**src/rtl/cpu_clk_sched.sv**
```systemverilog
// cpu_clk_sched
//   Clock-enable scheduler for a single-cycle CPU. Produces one-cycle cpu_ce
//   pulses in free-running (RUN) mode every P = div_ratio clk cycles, or a
//   single pulse per button press (STEP), and can be forced to HALT.
//
// Ports
//   clk        system clock, rising edge
//   rst_n      synchronous active-low reset
//   run_req    level, request free-running enables
//   step_req   debounced step button level, rising edge used
//   halt_req   level, forces and holds HALT
//   div_ratio  enable period in clk cycles (0 behaves as 1)
//   cpu_ce     one-cycle clock-enable pulse
//   step_ack   high in the cycle the step enable is issued
//   state      IDLE=00 RUN=01 STEP=10 HALT=11
//   tick_cnt   number of cpu_ce pulses issued (wraps)
//   brk_en     (CLK_SCHED_BREAK_EN only) break-on-count enable
//   brk_cnt    (CLK_SCHED_BREAK_EN only) tick count that triggers a break
//
// Optional feature: define CLK_SCHED_BREAK_EN to add the brk_en/brk_cnt
// break-to-HALT function.
//
// state | meaning
// IDLE  | no enables, waiting for halt/step/run request
// RUN   | free-running enables every P cycles
// STEP  | single enable pulse with step_ack, then back to IDLE
// HALT  | enables blocked until halt_req and run_req both drop

module cpu_clk_sched #(
  parameter int DIV_W = 8
) (
  input  logic             clk,
  input  logic             rst_n,
  input  logic             run_req,
  input  logic             step_req,
  input  logic             halt_req,
  input  logic [DIV_W-1:0] div_ratio,
`ifdef CLK_SCHED_BREAK_EN
  input  logic             brk_en,
  input  logic [15:0]      brk_cnt,
`endif
  output logic             cpu_ce,
  output logic             step_ack,
  output logic [1:0]       state,
  output logic [15:0]      tick_cnt
);

  typedef enum logic [1:0] {
    S_IDLE = 2'b00,
    S_RUN  = 2'b01,
    S_STEP = 2'b10,
    S_HALT = 2'b11
  } state_t;

  localparam logic [DIV_W-1:0] ONE = DIV_W'(1);

  state_t           cur, nxt;
  logic [DIV_W-1:0] div_cnt, div_nxt, last_cnt;
  logic             step_q, step_edge;
  logic             ce_run_q, ce_run_nxt;
  logic             brk_hit;

  assign step_edge = step_req & ~step_q;
  assign last_cnt  = (div_ratio == '0) ? '0 : div_ratio - ONE;

`ifdef CLK_SCHED_BREAK_EN
  // The run pulse currently on cpu_ce is about to be counted; break when
  // that count lands on brk_cnt.
  assign brk_hit = brk_en & ce_run_q & ((tick_cnt + 16'd1) == brk_cnt);
`else
  assign brk_hit = 1'b0;
`endif

  always_comb begin
    nxt        = cur;
    div_nxt    = '0;
    ce_run_nxt = 1'b0;
    case (cur)
      S_IDLE: begin
        if (halt_req)       nxt = S_HALT;
        else if (step_edge) nxt = S_STEP;
        else if (run_req)   nxt = S_RUN;
      end
      S_RUN: begin
        if (halt_req || brk_hit) nxt = S_HALT;
        else if (!run_req)       nxt = S_IDLE;
        else if (div_cnt >= last_cnt) ce_run_nxt = 1'b1;  // >= absorbs a ratio drop mid-count
        else div_nxt = div_cnt + ONE;
      end
      S_STEP: nxt = S_IDLE;
      S_HALT: begin
        if (!halt_req && !run_req) nxt = S_IDLE;
      end
      default: nxt = S_IDLE;
    endcase
  end

  always_ff @(posedge clk) begin
    // step_q keeps sampling during reset so a button already held at
    // release is not seen as a new edge.
    step_q <= step_req;
    if (!rst_n) begin
      cur      <= S_IDLE;
      div_cnt  <= '0;
      ce_run_q <= 1'b0;
      tick_cnt <= '0;
    end else begin
      cur      <= nxt;
      div_cnt  <= div_nxt;
      ce_run_q <= ce_run_nxt;
      tick_cnt <= tick_cnt + {15'd0, cpu_ce};
    end
  end

  assign cpu_ce   = ce_run_q | (cur == S_STEP);
  assign step_ack = (cur == S_STEP);
  assign state    = cur;

endmodule
```
**config.mk**
```make
export PLATFORM = sky130hd
export DESIGN_NAME = cpu_clk_sched
export DESIGN_NICKNAME = d
export VERILOG_FILES = /design/src/rtl/cpu_clk_sched.sv
export SDC_FILE = /design/constraint.sdc
export NUM_CORES = 1
export LEC_CHECK = 0
export CELL_PAD_IN_SITES_DETAIL_PLACEMENT = 1
export CELL_PAD_IN_SITES_GLOBAL_PLACEMENT = 1
export CORE_MARGIN = 2
export CORE_UTILIZATION = 40
export DETAILED_ROUTE_END_ITERATION = 7
export GPL_ROUTABILITY_DRIVEN = 0
export GPL_TIMING_DRIVEN = 0
export PLACE_DENSITY = 0.82
export SLEW_MARGIN = 20
export SYNTH_ARGS = -nofsm -noshare
export SYNTH_HDL_FRONTEND = slang
export SYNTH_SLANG_ARGS = --single-unit
export TNS_END_PERCENT = 30
```
**constraint.sdc**
```tcl
create_clock -name clk -period 4.87 [get_ports clk]
set_input_delay 0.487 -clock clk [delete_from_list [all_inputs] [get_ports clk]]
set_output_delay 0.487 -clock clk [all_outputs]
set_load 0.005 [all_outputs]
```
== Yosys cells after proc, flatten, opt, wreduce, memory -nomap -nowiden ==
Index checks and enable logic that the tools add are counted.
Cells by class
  bitwise logic cells: 6
  $lt $le $gt $ge: 1
  add/subtract/negate cells: 3
  mux-type cells: 9
  eq/ne operators: 6
  reductions and logical operators: 8
Operators by type and width (count)
  adder 16 x 1 -> 16 bit: 1
  2-to-1 mux 2 bit: 6
  adder 8 x 1 -> 8 bit, second input constant: 1
  greater-or-equal comparator 8 bit: 1
  logical NOT 8 bit: 1
  2-to-1 mux 8 bit: 1
  case mux 2 bit (4 select lines): 1
  subtractor 8 x 1 -> 8 bit, second input constant: 1
  OR reduction 5 bit: 1
  equality test 2 bit, second input constant: 2
  inequality test 4 bit, second input constant: 1
  inverter 1 bit: 4
  OR reduction 4 bit: 1
  inequality test 3 bit, second input constant: 1
  AND reduction 3 bit: 1
  equality test 2 x 1 -> 1 bit, second input constant: 1
  logical NOT 1 bit: 2
  logical NOT 2 bit: 1
  inequality test 2 bit, second input constant: 1
  AND 1 bit: 1
  logical AND 1 bit: 1
  2-to-1 mux 1 bit: 1
  OR 1 bit: 1
Word-level totals
  register bits after elaboration: 28
  output and inout bits: 20
  logic and storage cells: 38

== Longest topological paths before layout ==
  word-level depth: 5
  mapped depth: 10
  mapped depth without buffers: 10

== Worst setup path before layout ==
OpenSTA, ideal clock, no wires.
  path kind: input-to-reg
  from: input div_ratio[3]
  to: register ce_run_q
  buffers on the path: 0
  data arrival time: 2975 ps
  library setup time: 62 ps
  setup slack: 1833 ps
  cell stages on the path: 9
  cells stage by stage: or3_1 or3_1 or3b_4 and2_4 ha_1 nand2b_1 a21oi_1 o31ai_1 and2_1
On the way
  cells in the longest elaborated chain, start to end: 4
  elaborated cells on any way between the ends: 5
  those cells by class: add/sub (1); order compare (1); mux (2); reduce/logical (1)
RTL lines
  start: declaration: line 37  | input logic [DIV_W-1:0] div_ratio,
  subtractor 8 x 1 -> 8 bit / logical NOT 8 bit (equally long branches): line 64  | assign last_cnt = (div_ratio == '0) ? '0 : div_ratio - ONE;
  2-to-1 mux 8 bit (*): line 64
  greater-or-equal comparator 8 bit (*): line 87  | else if (div_cnt >= last_cnt) ce_run_nxt = 1'b1;
  2-to-1 mux 1 bit (*): line 87
  end signal: assignment: line 110  | ce_run_q <= ce_run_nxt;
  end: declaration: line 60  | logic ce_run_q, ce_run_nxt;
Mark *: on every way between the ends. The rest lies on a longest branch, timed or not.
A chain may end at the register's enable or synchronous reset.

== Worst setup path after layout ==
Same ends and word-level chain as after synthesis.

==> impl_metrics.sql <==
INSERT INTO impl_metrics (metric_group, metric, value, unit) VALUES
('layout', 'final-instance-count-excl-fill', '261', ''),
('detailed_routing', 'detail_route.vias_per_cell', '5.31', ''),
('power_and_ir_drop', 'power_density', '235', 'nW/um2'),
('worst_setup_path', 'end_kind', 'flip-flop', ''),
('power_and_ir_drop', 'leakage_dissipation', '0.000852', 'uW'),
('timing', 'timing.clock.skew', '0.00523', 'ns'),
('layout', 'fillerInstances', '435', ''),
('timing', 'max_freq', '277', 'MHz'),
('die', 'coreArea', '3690', 'um2'),
('clocking', 'cts_tree', 'yes', ''),
('layout', 'final_core_utilization', '54.2', '%'),
('die', 'floorplan.initialDensity', '41.8', '%'),
('clocking', 'ctsHtreeMaxLevel', '1', ''),
('power_and_ir_drop', 'sw_ratio', '21.0', '%'),
('detailed_routing', 'route.top_layer_used', 'met4', ''),
('synth', 'post_synth_main_area_contributors', 'sky130_fd_sc_hd__dfxtp_1 (36%), sky130_fd_sc_hd__ha_1 (9.7%), sky130_fd_sc_hd__xor2_1 (6.8%), sky130_fd_sc_hd__and2_1 (5.3%), sky130_fd_sc_hd__nand3_1 (4.2%)', ''),
('layout', 'mostFrequentLayoutCells', 'sky130_fd_sc_hd__clkdlybuf4s50_1 (32), sky130_fd_sc_hd__dfxtp_1 (28), sky130_fd_sc_hd__nand2_1 (17)', ''),
('clocking', 'clkSinkCount', '28', ''),
('clocking', 'cts.path.max_buffers', '2', ''),
('worst_setup_path', 'cp_data_required_time', '5.09', 'ns'),
('placement', 'cell_count_after_placement', '257', ''),
('detailed_routing', 'avgRoutedWirePerCell', '14.5', 'um'),
('detailed_routing', 'postRouteWirelength', '3780', 'um'),
('timing', 'slew_headroom', '28.4', '%'),
('timing', 'post_route_worst_hold_slack', '0.487', 'ns'),
('synth', 'synth.top_cell.area_share', '36.3', '%'),
('detailed_routing', 'detailroute.via_count', '1386', ''),
('die', 'top_level_ports', '33', ''),
('die', 'die_width', '66.1', 'um'),
('synth', 'synth.cell_area', '1540', 'um2'),
('synth', 'synth_fp_nets', '202', ''),
('flow_run', 'maxCapViolCount', '0', ''),
('synth', 'synthesized_area_per_cell', '8.72', 'um2'),
('layout', 'sequential_cell_area', '561', 'um2'),
('grt', 'grt_start_max_net_pins', '17', ''),
('worst_setup_path', 'worstSetupPathType', 'primary input to flip-flop', ''),
('clocking', 'cts_root_buffer', 'sky130_fd_sc_hd__clkbuf_8', ''),
('detailed_routing', 'remaining_routing_drc_violations', '0', ''),
('clocking', 'ctsResizeCount', '0', ''),
('detailed_routing', 'met2RoutedLength', '2060', 'um'),
('worst_setup_path', 'worst-path-max-fanout', '9', ''),
('timing', 'post-route-period-util', '74.0', '%'),
('grt', 'gr-total-overflow', '0', ''),
('placement', 'detailedPlacementHpwl', '3070', 'um'),
('outcome', 'status', 'finished clean', ''),
('layout', 'mostFrequentLayoutCell', 'sky130_fd_sc_hd__clkdlybuf4s50_1', ''),
('grt', 'grt_first_pass_wirelength', '6510', 'um'),
('placement', 'io_buffer_count', '32', ''),
('timing', 'layout_min_cycle_time', '3.60', 'ns'),
('power_and_ir_drop', 'clock_power_share', '38.8', '%'),
('grt', 'via_count_of_the_first_global_routing_pass', '1412', ''),
('power_and_ir_drop', 'p_comb_share', '11.2', '%'),
('die', 'die_y_extent', '66.1', 'um'),
('timing', 'final_max_slew_viol_count', '0', ''),
('timing', 'rsz0062_at_grt', 'no', ''),
('worst_setup_path', 'cp.arrival', '3.83', 'ns'),
('synth', 'synth_largest_area_cell', 'sky130_fd_sc_hd__dfxtp_1', ''),
('power_and_ir_drop', 'irDropWorstVdd', '0.000102', 'V'),
('timing', 'worst_slew_pin_slew', '1.06', 'ns'),
('power_and_ir_drop', 'total_switching_power', '99.1', 'uW'),
('clocking', 'cts_made_buffers', '3', ''),
('detailed_routing', 'detail_route.wirelength.met1', '1600', 'um'),
('synth', 'ys.warnings.count', '0', ''),
('layout', 'flow.area_growth_from_synthesis', '29.7', '%'),
('grt', 'grt_antenna_before_repair', '0', ''),
('die', 'area_of_the_die', '4370', 'um2'),
('layout', 'finish.instance_area', '2000', 'um2'),
('die', 'fp-row-count', '22', ''),
('layout', 'nets', '239', ''),
('detailed_routing', 'detailedRoute.firstPassIterationCount', '4', ''),
('layout', 'multi_input_comb_area', '951', 'um2');
## layer usage
layer | vias to the layer above | global-route usage, %
met5 | - | 0
met4 | 0 | 5.10
met3 | 7 | 2.73
met2 | 17 | 36.9
met1 | 675 | 21.8
li1 | 687 | -
## worst max-delay path, stage by stage
cell                              delay [ns]
sky130_fd_sc_hd__clkdlybuf4s50_1        0.45
sky130_fd_sc_hd__or3_1                  0.41
sky130_fd_sc_hd__or3_1                  0.34
sky130_fd_sc_hd__or3b_4                 0.44
sky130_fd_sc_hd__and2_4                 0.17
sky130_fd_sc_hd__ha_1                   0.25
sky130_fd_sc_hd__nand2b_1               0.10
sky130_fd_sc_hd__a21oi_1                0.07
sky130_fd_sc_hd__o31ai_1                0.88
sky130_fd_sc_hd__and2_1                 0.23
## synthesized netlist by cell type
cell / n
sky130_fd_sc_hd__dfxtp_1: 28
sky130_fd_sc_hd__nand2_1: 17
sky130_fd_sc_hd__and2_1: 13
sky130_fd_sc_hd__nand3_1: 13
sky130_fd_sc_hd__ha_1: 12
sky130_fd_sc_hd__xor2_1: 12
sky130_fd_sc_hd__inv_1: 7
sky130_fd_sc_hd__nor3_1: 7
sky130_fd_sc_hd__xnor2_1: 7
sky130_fd_sc_hd__nor2_1: 6
sky130_fd_sc_hd__and3_1: 5
sky130_fd_sc_hd__nor3b_1: 5
sky130_fd_sc_hd__nor4_1: 5
sky130_fd_sc_hd__or3_1: 5
sky130_fd_sc_hd__a21oi_1: 4
sky130_fd_sc_hd__mux2i_1: 4
sky130_fd_sc_hd__nand2b_1: 4
sky130_fd_sc_hd__clkbuf_1: 3
sky130_fd_sc_hd__nor2b_1: 3
sky130_fd_sc_hd__o21ai_0: 3
sky130_fd_sc_hd__a21boi_0: 2
sky130_fd_sc_hd__a31oi_1: 2
sky130_fd_sc_hd__a21o_1: 1
sky130_fd_sc_hd__a41o_1: 1
sky130_fd_sc_hd__and2_4: 1
sky130_fd_sc_hd__o211a_1: 1
sky130_fd_sc_hd__o21a_1: 1
sky130_fd_sc_hd__o22ai_1: 1
sky130_fd_sc_hd__o31ai_1: 1
sky130_fd_sc_hd__or2_2: 1
sky130_fd_sc_hd__or3b_4: 1
sky130_fd_sc_hd__or4_1: 1
## registers in the layout, indices dropped and copies added, names as in the netlist
register and flops:
state 2, div_cnt 8, step_q 1, ce_run_q 1
tick_cnt 16
## through the flow
step                      setup slack, ns  power [uW]
after detailed placement            0.951         294
after floorplan                      1.83         264
after global routing                 1.05         493
final                                1.27         471
after global placement               1.11         289
after CTS                            1.26         477
## cell families after synthesis
kind of cell / Yosys count / synth area share [%]
and+or+nand+nor: 87 / 30.9
muxes: 4 / 2.60
adders and majority gates: 12 / 9.73
AOI/OAI and AO/OA: 17 / 7.22
buffers and inverters: 10 / 2.43
xor gates and xnor gates: 19 / 10.8
DFF: 28 / 36.3
## final cells by class
type                            instances  area share (%)
Tap cell                               48            3.00
Sequential cell                        28            28.0
Buffer                                  3           0.563
Inverter                                7            1.31
Clock inverter                          1            1.50
Multi-Input combinational cell        139            47.5
Clock buffer                            3            2.06
Timing Repair Buffer                   32            16.0
## power by group through the flow
stage	clock network, uW	registers (uW)	logic [uW]
floorplan	0	241	23.4
global placement	0	241	48.8
detailed placement	0	241	52.5
finish	183	236	52.5
global route	198	236	58.9
CTS	188	236	52.9
## path summary, 6_finish.rpt
check	startpoint	to	slack, ns	cells after the start
setup / recovery	div_ratio[3]	ce_run_q	1.27	10
hold / removal	tick_cnt[15]	tick_cnt[15]	0.49	2
setup reg to reg	div_cnt[0]	ce_run_q	2.75	6
hold reg to reg	tick_cnt[15]	tick_cnt[15]	0.49	2
(Power assumes the default switching activity.)
==> RTL change 1, RTL diff (same flow settings) <==
The parameter `DIV_W` goes from 8 to 6.
--- a/src/rtl/cpu_clk_sched.sv
+++ b/src/rtl/cpu_clk_sched.sv
@@ -28,5 +28,5 @@
 
 module cpu_clk_sched #(
-  parameter int DIV_W = 8
+  parameter int DIV_W = 6
 ) (
   input  logic             clk,
Interface: changed (resized div_ratio); port bits go from 33 to 31. The function was not compared with the original's and may differ.
==> RTL change 1 against the unedited design <==
Sequential cell count decreased by 2; sequential power fell by 7%; synthesized area is 11% lower; global-route usage shrank 3.0 points; synthesized cell count is 14% lower; clock power is 52% lower; total power down 25%; sequential share of layout area increased by 1.7 points; non-clock buffer count shrank 3; cell area shrank 13%; routed wire length down 23%; setup slack better by 1.1 ns; largest cell class unchanged.
==> RTL change 1: results <==
[min_path]
holdPathEnd = "div_cnt[0]"

[cells_and_area]
multi_input_area_sq_um = 811
fillers = 407
drive_above_1_share_pct = 5.41
fin_cells = 231
final_nets = 208

[place]
place_ws_ns = 1.96
io_buffers = 30
placed_area_sq_um = 1730

[global_route]
use_met1_pct = 17.8
track_usage_pct = 16.2
met3_usage_pct = 1.80
met2_usage_pct = 31.7
grt_pass1_wl_um = 5220

[logic_synthesis]
synth-adder-area-share_pct = 9.14
synth-compound-area-share_pct = 8.32
synth_cell_types = 30
synth.area.mux_share_pct = 0.823
yosysSeqAreaShare_pct = 38.0
synthXorXnorAreaFrac_pct = 10.9
synthTopCellsByCount = "26 x dfxtp_1, 15 x and2_1, 13 x xor2_1"

[detailed_routing]
drt_iter0_drc = 18
vias = 1171
met1_length_um = 1230

[timing]
hold_ws_ns = 0.496
tightest_slew_ns = 0.499
finClkSkew_ns = 0.00349

[setup_path]
worst_path_max_delay_cell = "clkdlybuf4s50_1"
crit_path_max_incr_delay_ns = 0.43
cp-endpoint = "div_cnt[5]"
startpoint = "div_ratio[0]"
r2r-start = "state[1]"
reg2reg_slack_ns = 2.73
regToRegEndpoint = "tick_cnt[6]"
crit_arrival_ns = 2.79

[status]
status = "complete, no violations"

[power_and_ir_drop]
comb_power_w = 0.0000435
power_frac_comb_pct = 12.4
p_int_w = 0.000270
p_leak_nw = 0.722

[clocking]
cts_root_buffer = "clkbuf_4"
RTL change 1: changes by cell type in the layout (fill, tap and decap cells not counted), moves of 3 or more:
| cell | unedited run | this run |
|---|---|---|
| and3_1 | 5 | 1 |
| nand2_1 | 17 | 11 |
| nor2_1 | 6 | 11 |
| mux2i_1 | 4 | 0 |
| nand3_1 | 13 | 8 |
| clkbuf_4 | 0 | 3 |
| clkbuf_8 | 3 | 0 |
| nor3b_1 | 5 | 0 |
| or3_1 | 5 | 2 |
| xnor2_1 | 7 | 4 |
RTL change 1: worst max-delay path: cells and delay by family:
kind / cells / cell delay, ns
AOI/OAI and AO/OA: 3 / 0.57
adders and majority gates: 2 / 0.52
buffers and inverters: 2 / 0.51
and+or+nand+nor: 4 / 0.43
muxes: 1 / 0.27
RTL change 1: area by class of cell:
cell class	instances	share of cell area (%)
inverter	8	1.72
multi-input combinational	116	46.4
buffer	2	0.429
clock buffer	3	1.29
sequential	26	29.8
timing repair buffer	30	17.2
tap	46	3.29
==> RTL change 2, RTL diff (same settings) <==
Made on the original files. Register the input `div_ratio` before use. The logic sees it one clock later. The other inputs are not delayed to match. Comments in the files are not updated.
--- a/src/rtl/cpu_clk_sched.sv
+++ b/src/rtl/cpu_clk_sched.sv
@@ -55,4 +55,10 @@
   localparam logic [DIV_W-1:0] ONE = DIV_W'(1);
 
+  logic [DIV_W-1:0] div_ratio_q;
+
+  always_ff @(posedge clk) begin
+    div_ratio_q <= div_ratio;
+  end
+
   state_t           cur, nxt;
   logic [DIV_W-1:0] div_cnt, div_nxt, last_cnt;
@@ -62,5 +68,5 @@
 
   assign step_edge = step_req & ~step_q;
-  assign last_cnt  = (div_ratio == '0) ? '0 : div_ratio - ONE;
+  assign last_cnt  = (div_ratio_q == '0) ? '0 : div_ratio_q - ONE;
 
 `ifdef CLK_SCHED_BREAK_EN
Behaviour: not the same (Yosys sat finds a counterexample within 4 cycles, from zero or initial values and one cycle with rst_n low).
==> RTL change 2 against the unedited design <==
Critical path depth fell by 1; setup slack improved by 1.1 ns; sequential cell count rose by 8; core utilization barely moved; final cell count rose by 1.9%; cell area rose by 11%; routed wire length rose by 8.4%; synthesized area rose by 12%; synthesized cell count did not move; total power rose by 31%; highest routed layer unchanged.
==> RTL change 2: results <==
[status]
status = "complete, no violations"

[clocking]
cts_root_buffer = "clkbuf_8"
post_cts_buffers = 0
ctsResizeCount = 0
htree_levels = 2
clock_latency_ns = 0.29
clk_pin_slew_ns = 0.07
numCtsBuffers = 5
cts_buffer_depth = 2

[setup_path]
regToRegEndpoint = "ce_run_q"
r2r_cells = 9
r2r-start = "div_ratio_q[3]"
reg2reg_slack_ns = 2.33
crit_arrival_ns = 2.76
crit_path_max_incr_delay_ns = 0.43
worst_path_max_delay_cell = "o31ai_4"

[cells_and_area]
drive_above_1_share_pct = 9.72
insertedDiodeCount = 0
final_nets = 240

[logic_synthesis]
synth_cells = 177
synthTopCellsByCount = "36 x dfxtp_1, 15 x and2_1, 15 x nor3_1, 15 x xor2_1, 12 x ha_1"
synthXorXnorAreaFrac_pct = 10.6
yosys_warnings = 0
synth-compound-area-share_pct = 9.25
yosysSeqAreaShare_pct = 41.6
yosys-top-cells-area = "dfxtp_1 42%, ha_1 8.7%, xor2_1 7.6%, and2_1 5.4%, nor3_1 4.3%"
synth-adder-area-share_pct = 8.67
synth_async_sr_flop_share_pct = 0
synth.area.mux_share_pct = 0
syn-num-nets = 202
synth_cell_types = 34
synthFlopType = "dfxtp_1"

[power_and_ir_drop]
ir_worst_vdd_uv = 121
p_leak_nw = 0.904

[detailed_routing]
wl_um = 4100
viasPerCell = 5.30
drtPass1Iterations = 4
drt_iter0_drc = 34
wire_per_inst_um = 15.4

[timing]
hold_ws_ns = 0.548
maxSlewHeadroom_pct = 70.5
finClkSkew_ns = 0.00559

[min_path]
holdPathEnd = "div_cnt[0]"
min_from = "div_cnt[0]"
hp-class = "flip-flop to flip-flop"
whs_path_depth = 1

[place]
placed_area_sq_um = 2100
dp_cells = 258
io_buffers = 31
place_hpwl_um = 3230

[global_route]
grt_pass1_wl_um = 7300
grt_max_degree = 13
track_usage_pct = 18.7
grt_antenna_before_repair = 0
grt_pass1_vias = 1572
RTL change 2: where the power goes:
group	internal, W	total (W)	switching [W]
clock	0.000151	0.000259	0.000108
sequential	0.000301	0.000309	0.00000760
combinational	0.0000291	0.0000506	0.0000215
total	0.000482	0.000619	0.000137
RTL change 2: per-stage QoR:
step / util [%] / setup WS [ns]
CTS: 54.2 / 2.28
detailed placement: 51.5 / 2.32
finish: 54.2 / 2.33
floorplan: - / 2.63
global route: 54.2 / 2.14
global placement: 51.5 / 2.43
RTL change 2: cell type report:
| class | count | area [sq um] |
|---|---|---|
| clock buffers | 5 | 68.8 |
| flip-flops and latches | 36 | 721 |
| plain buffers | 2 | 7.51 |
| fillers | 474 | 1870 |
| inverters | 10 | 37.5 |
| clock inverters | 3 | 42.5 |
| multi-input cells | 129 | 966 |
| repair buffers | 31 | 310 |
| well taps | 50 | 62.6 |
RTL change 2: how the worst max path moves through the flow:
stage,endpoint,from,depth (start not counted),slack [ns]
after floorplan,ce_run_q,div_ratio_q[5],9,2.63
after CTS,ce_run_q,div_ratio_q[3],9,2.28
final,ce_run_q,div_ratio_q[3],9,2.33
after detailed placement,ce_run_q,div_ratio_q[3],9,2.32
after global placement,ce_run_q,div_ratio_q[5],9,2.43
after global routing,ce_run_q,div_ratio_q[3],9,2.14
RTL change 2: metal layers:
metal	GRT usage, %	wire [um]
met5	0	0
met4	7.91	91
met3	5.23	156
met2	33.8	2160
met1	20.4	1680
RTL change 2: cell families (layout without fill, tap and decap cells):
family | Yosys count | count (layout)
adders and majority gates | 12 | 12
AOI/OAI and AO/OA | 19 | 19
DFF | 36 | 36
xor gates and xnor gates | 21 | 21
buffers and inverters | 12 | 51
and+or+nand+nor | 77 | 77
